===== config.mk =====
export PLATFORM = sky130hd
export DESIGN_NAME = audio_nios_pio_ext
export DESIGN_NICKNAME = d
export VERILOG_FILES = /design/src/rtl/audio_nios_pio_ext.sv
export SDC_FILE = /design/constraint.sdc
export NUM_CORES = 1
export LEC_CHECK = 0
export CAP_MARGIN = 20
export CORE_MARGIN = 1
export CORE_UTILIZATION = 60
export CTS_BUF_LIST = sky130_fd_sc_hd__clkbuf_8
export DETAILED_ROUTE_END_ITERATION = 16
export HOLD_SLACK_MARGIN = 0.08
export PLACE_DENSITY = 0.88
export SETUP_SLACK_MARGIN = 0.3
export SLEW_MARGIN = 20
export SYNTH_ARGS = -nofsm -noshare
export SYNTH_HDL_FRONTEND = slang
export SYNTH_SLANG_ARGS = --single-unit

===== constraint.sdc =====
create_clock -name clk -period 4.4 [get_ports clk]
set_clock_uncertainty 0.2 [all_clocks]
set_input_delay 0.88 -clock clk [delete_from_list [all_inputs] [get_ports clk]]
set_output_delay 0.88 -clock clk [all_outputs]
set_load 0.02 [all_outputs]

===== src/rtl/audio_nios_pio_ext.sv =====
// audio_nios_pio_ext
//   Avalon-MM PIO slave for board LEDs, push-buttons and switches.
//   Provides an output register with atomic set/clear and a per-bit
//   hardware blink generator driven by a programmable prescaler. Also
//   provides a synchronised input port with edge capture, a maskable
//   level interrupt, and zero-wait-state reads.
//
// Ports
//   clk         system clock, all logic on rising edge
//   reset_n     asynchronous active-low reset
//   address     word address of register (0..7)
//   chipselect  slave select
//   write_n     active-low write strobe
//   writedata   write data (bits above a register's width ignored)
//   readdata    read data, combinational from address
//   in_port     asynchronous external inputs
//   out_port    driven outputs
//   irq         active-high level interrupt
//
// Bus semantics: there is no valid/ready stall. A write is accepted in
// every cycle where chipselect=1 and write_n=0, and it takes effect on the
// next rising clk edge. A read is always ready: readdata follows address
// combinationally and has no side effects.
//
// Register map
//   0 DATA      RW   1 INPUT   RO   2 IRQMASK  RW   3 EDGECAP  W1C
//   4 SET       WO   5 CLR     WO   6 BLINK_EN RW   7 PRESCALE RW
module audio_nios_pio_ext #(
  parameter int                   OUT_WIDTH      = 26,
  parameter int                   IN_WIDTH       = 4,
  parameter logic [OUT_WIDTH-1:0] RESET_VALUE    = '0,
  parameter int                   EDGE_TYPE      = 0,
  parameter int                   PRESCALE_WIDTH = 24
) (
  input  logic                 clk,
  input  logic                 reset_n,
  input  logic [2:0]           address,
  input  logic                 chipselect,
  input  logic                 write_n,
  input  logic [31:0]          writedata,
  output logic [31:0]          readdata,
  input  logic [IN_WIDTH-1:0]  in_port,
  output logic [OUT_WIDTH-1:0] out_port,
  output logic                 irq
);

  localparam logic [PRESCALE_WIDTH-1:0] PS_ONE = PRESCALE_WIDTH'(1);

  logic [OUT_WIDTH-1:0]      r_data;
  logic [OUT_WIDTH-1:0]      r_blink_en;
  logic [IN_WIDTH-1:0]       r_irqmask;
  logic [IN_WIDTH-1:0]       r_edgecap;
  logic [PRESCALE_WIDTH-1:0] r_prescale;
  logic [PRESCALE_WIDTH-1:0] r_counter;
  logic                      r_phase;
  logic [IN_WIDTH-1:0]       r_sync1;
  logic [IN_WIDTH-1:0]       r_sync2;
  logic [IN_WIDTH-1:0]       r_prev;

  logic                      w_wr;
  logic [OUT_WIDTH-1:0]      w_wdata_out;
  logic [IN_WIDTH-1:0]       w_wdata_in;
  logic [PRESCALE_WIDTH-1:0] w_wdata_ps;
  logic [IN_WIDTH-1:0]       w_edge;
  logic [IN_WIDTH-1:0]       w_cap_clr;

  assign w_wr        = chipselect & ~write_n;
  assign w_wdata_out = writedata[OUT_WIDTH-1:0];
  assign w_wdata_in  = writedata[IN_WIDTH-1:0];
  assign w_wdata_ps  = writedata[PRESCALE_WIDTH-1:0];

  // Bits being cleared by a write of 1 to EDGECAP this cycle.
  assign w_cap_clr = (w_wr && address == 3'd3) ? w_wdata_in : '0;

  always_comb begin
    case (EDGE_TYPE)
      0:       w_edge = r_sync2 & ~r_prev;
      1:       w_edge = ~r_sync2 & r_prev;
      default: w_edge = r_sync2 ^ r_prev;
    endcase
  end

  // Input synchroniser (2 flops) plus one delay flop for edge detection.
  always_ff @(posedge clk or negedge reset_n) begin
    if (!reset_n) begin
      r_sync1 <= '0;
      r_sync2 <= '0;
      r_prev  <= '0;
    end else begin
      r_sync1 <= in_port;
      r_sync2 <= r_sync1;
      r_prev  <= r_sync2;
    end
  end

  // Bus-writable registers. DATA is also the target of SET and CLR.
  always_ff @(posedge clk or negedge reset_n) begin
    if (!reset_n) begin
      r_data     <= RESET_VALUE;
      r_irqmask  <= '0;
      r_blink_en <= '0;
      r_prescale <= '0;
    end else if (w_wr) begin
      case (address)
        3'd0:    r_data     <= w_wdata_out;
        3'd2:    r_irqmask  <= w_wdata_in;
        3'd4:    r_data     <= r_data | w_wdata_out;
        3'd5:    r_data     <= r_data & ~w_wdata_out;
        3'd6:    r_blink_en <= w_wdata_out;
        3'd7:    r_prescale <= w_wdata_ps;
        default: ;
      endcase
    end
  end

  // A freshly detected edge wins over a simultaneous clear.
  always_ff @(posedge clk or negedge reset_n) begin
    if (!reset_n) begin
      r_edgecap <= '0;
    end else begin
      r_edgecap <= w_edge | (r_edgecap & ~w_cap_clr);
    end
  end

  // Blink prescaler. The >= compare recovers immediately when PRESCALE is
  // lowered below the running count. A PRESCALE write restarts the count
  // without disturbing the phase.
  always_ff @(posedge clk or negedge reset_n) begin
    if (!reset_n) begin
      r_counter <= '0;
      r_phase   <= 1'b1;
    end else if (w_wr && address == 3'd7) begin
      r_counter <= '0;
    end else if (r_counter >= r_prescale) begin
      r_counter <= '0;
      r_phase   <= ~r_phase;
    end else begin
      r_counter <= r_counter + PS_ONE;
    end
  end

  assign out_port = r_data & (~r_blink_en | {OUT_WIDTH{r_phase}});
  assign irq      = |(r_edgecap & r_irqmask);

  always_comb begin
    readdata = '0;
    case (address)
      3'd0:    readdata[OUT_WIDTH-1:0]      = r_data;
      3'd1:    readdata[IN_WIDTH-1:0]       = r_sync2;
      3'd2:    readdata[IN_WIDTH-1:0]       = r_irqmask;
      3'd3:    readdata[IN_WIDTH-1:0]       = r_edgecap;
      3'd6:    readdata[OUT_WIDTH-1:0]      = r_blink_en;
      3'd7:    readdata[PRESCALE_WIDTH-1:0] = r_prescale;
      default: readdata = '0;
    endcase
  end

endmodule


==> impl_metrics.csv <==
group,metric,value,unit
status,status,"completed",
cells_and_area,final_nets,776,
grt,grt_max_degree,63,
worst_setup_path,crit_required,3320,ps
sta,slew_headroom,36.6,%
synthesis,synth_cell_types,49,
synthesis,syn_inst,614,
cells_and_area,final_area,7690,sq um
worst_setup_path,critPathKind,"input port to output port",
clocking,cts_buffers,17,
place,portBuffers,89,
clocking,clock-sinks,121,
worst_setup_path,crit_family,"buffers and inverters",
place,gp_congestion,0.833,
cells_and_area,final_util,77.3,%
die,start_util,63.1,%
drt,drt_iter0_drc,277,
worst_setup_path,slowest_stage,"clkdlybuf4s50_1",
power,peakVddDrop,0.248,mV
synthesis,synthArstFlopShare,100,%
cells_and_area,insertedDiodeCount,0,
synthesis,synth_edf_count,0,
sta,hold_viol_final,0,
synthesis,syn_area_per_cell,10.2,sq um
synthesis,ys.flop_type,"dfrtp_1",
sta,fin_crit_sh,92.2,%
place,place_area,7310,sq um
worst_setup_path,worstSetupEndpointType,"output port",
die,ios,102,
drt,drt_pre_antenna_iters,5,
place,pre_cts_ws,428,ps
cells_and_area,final_cell_mix,"120 x dfrtp_1, 87 x clkdlybuf4s50_1, 81 x o21ai_0, 66 x nand2_1, 41 x nor2_1",
grt,antenna_found_initial,0,
power,p_per_area,428,nW/um^2
job,maxCapViolations,0,
sta,worst_pin_slew,950,ps
synthesis,ys_seq_elements,121,
die,fp.dieH,104,um
sta,final.setup.tns,0,ps
cells_and_area,drive_gt1_share,14.3,%
sta,hold_slack,152,ps
worst_setup_path,slowest_delay,610,ps
clocking,clock-root-buffer,"clkbuf_8",
synthesis,synth-compound-area-share,16.8,%
sta,layout_setup_ws,342,ps
worst_setup_path,rr_endpoint,"r_counter[17]",
synthesis,synthMuxAreaShare,10.1,%
drt,drtAntennaViolNets,0,
synthesis,synth_top_family_by_area,"compound AO/OA/AOI/OAI gates",
worst_hold_path,hold_depth,0,
grt,grt_usage,30.2,%
die,core,9950,sq um
worst_setup_path,critPathLaunchType,"input port",
cells_and_area,area_growth,22.4,%
die,dieArea,10900,sq um
worst_hold_path,min-delay-start,"r_sync1[3]",
worst_setup_path,r2r_start,"r_counter[0]",
drt,drc,0,
die,num_rows,36,
synthesis,syn_area,6280,sq um
synthesis,synth_simple_gate_area_share,11.6,%
power,power.leakage,3.41,nW
drt,vias_per_cell,5.93,
clocking,clock_latency,430,ps
die,fp.dieW,104,um
drt,wl_per_cell,18.2,um
grt,first_global_vias,5139,
sta,setup_violations,0,
worst_setup_path,critPathArrivalTime,2980,ps
synthesis,synth-adder-area-share,4.98,%
cells_and_area,layout_commonest_cell,"dfrtp_1",
worst_setup_path,crit_chain,"clkdlybuf4s50_1 -> buf_4 -> mux2_2 -> a22o_1 -> nand2_1 -> o21ai_0 -> clkdlybuf4s50_1",
sta,layout_min_cycle_time,4060,ps
drt,wirelength,15.5,mm
clocking,clk_pin_slew,70,ps
drt,vias,5062,
worst_setup_path,r2r_cells,8,
sta,slew_viol_final,0,
clocking,cts_htree_levels,4,
clocking,cts_tree,"yes",
worst_hold_path,holdPathEnd,"r_sync2[3]",
grt,grt_pass1_wl,25.5,mm
place,dp_hpwl,10.7,mm
worst_hold_path,hp-class,"flip-flop to flip-flop",
sta,clock.fmax,246,MHz
clocking,clockBufferDepth,2,
sta,rsz0062_at_grt,"no",
synthesis,yosysWarnings,0,
worst_setup_path,critPathBufInv,3,
synthesis,synth-xor-area-share,3.21,%
worst_setup_path,cpMostUsedCell,"clkdlybuf4s50_1",
grt,grt_overflow,0,
worst_setup_path,r2r_slack,2000,ps
synthesis,seq_area_frac_synth,48.2,%
worst_setup_path,cp_max_fo,8,
worst max-delay path by stage:
stage | startpoint | endpoint | slack (ps) | cells past startpoint
4_1_cts | address[2] | readdata[1] | 410 | 7
3_5_place_dp | address[2] | readdata[5] | 430 | 5
3_3_place_gp | address[2] | readdata[1] | 440 | 7
5_1_grt | address[2] | readdata[1] | 290 | 7
2_1_floorplan | address[0] | readdata[10] | 1220 | 5
6_report | address[2] | readdata[1] | 340 | 7
synthesized netlist by cell type (2+ instances only):
cell,instances,area share (%)
nand2b_1,2,0.20
xnor2_1,17,2.4
a211oi_1,2,0.24
xor2_1,6,0.84
inv_1,34,2.0
nor3_1,2,0.16
a21boi_0,27,3.2
nand4_1,5,0.50
a22o_1,31,4.3
and3_1,2,0.20
nand2_1,67,4.0
nor2_1,42,2.5
a22oi_1,4,0.48
clkbuf_1,17,1.0
nand3b_1,2,0.24
buf_2,11,0.88
nor2b_1,3,0.30
o21ai_0,81,6.5
mux2i_1,26,4.1
a21oi_1,9,0.72
buf_6,2,0.36
nor3_2,3,0.48
mux2_2,33,5.9
and4_1,2,0.28
ha_1,25,5.0
buf_4,6,0.72
nand3_1,12,0.96
dfrtp_1,120,48
metal layers:
layer,share of wire (%),track usage (%)
met5,0,0
met2,50,50.3
met3,6.2,6.52
met1,42,38.6
met4,2.0,11.2
cells by family after synthesis:
group           count (synthesis)
xor+xnor                       23
mux                            59
simple gates                  152
other cells                     1
compound gates                163
flops                         121
fa+ha+maj                      25
buf+inv                        70
worst register-to-register path, delay by kind of cell, from the launching register on:
kind,cells,cell delay (ps)
flip-flops,1,410
AO/OA/AOI/OAI,3,650
AND/OR/NAND/NOR,3,750
buffers and inverters,1,60
adder cells (fa/ha/maj),1,260
sequential cells by signal, indices dropped and copies added (netlist names):
register	count
r_counter	24
r_phase	1
r_irqmask	4
r_data	26
r_prescale	24
r_sync1	4
r_prev	4
r_edgecap	4
r_sync2	4
r_blink_en	26
what timing repair did:
item / in CTS / in global routing
hold buffers: 0 / 0
endpoints found under the setup margin: 0 / 1
setup buffers: 0 / 0
resized for setup: 0 / 1
power breakdown:
group          total [mW]  switching, mW  internal [mW]
logic               0.871          0.447          0.424
registers            1.49          0.174           1.31
clock network       0.931          0.447          0.485
metrics by stage:
step	cells	total power [mW]
after floorplan	619	2.00
after global placement	822	2.30
after detailed placement	822	2.36
after CTS	854	3.30
after global routing	854	3.45
final	854	3.29
final cells by class:
cell class | instances | area (sq um)
clock buffer | 20 | 275
multi-input combinational | 428 | 2970
timing repair buffer | 106 | 1020
fill | 649 | 2260
sequential | 121 | 3030
tap | 133 | 166
inverter | 34 | 128
clock inverter | 12 | 100
No activity file was read; power rests on OpenSTA's default activity.
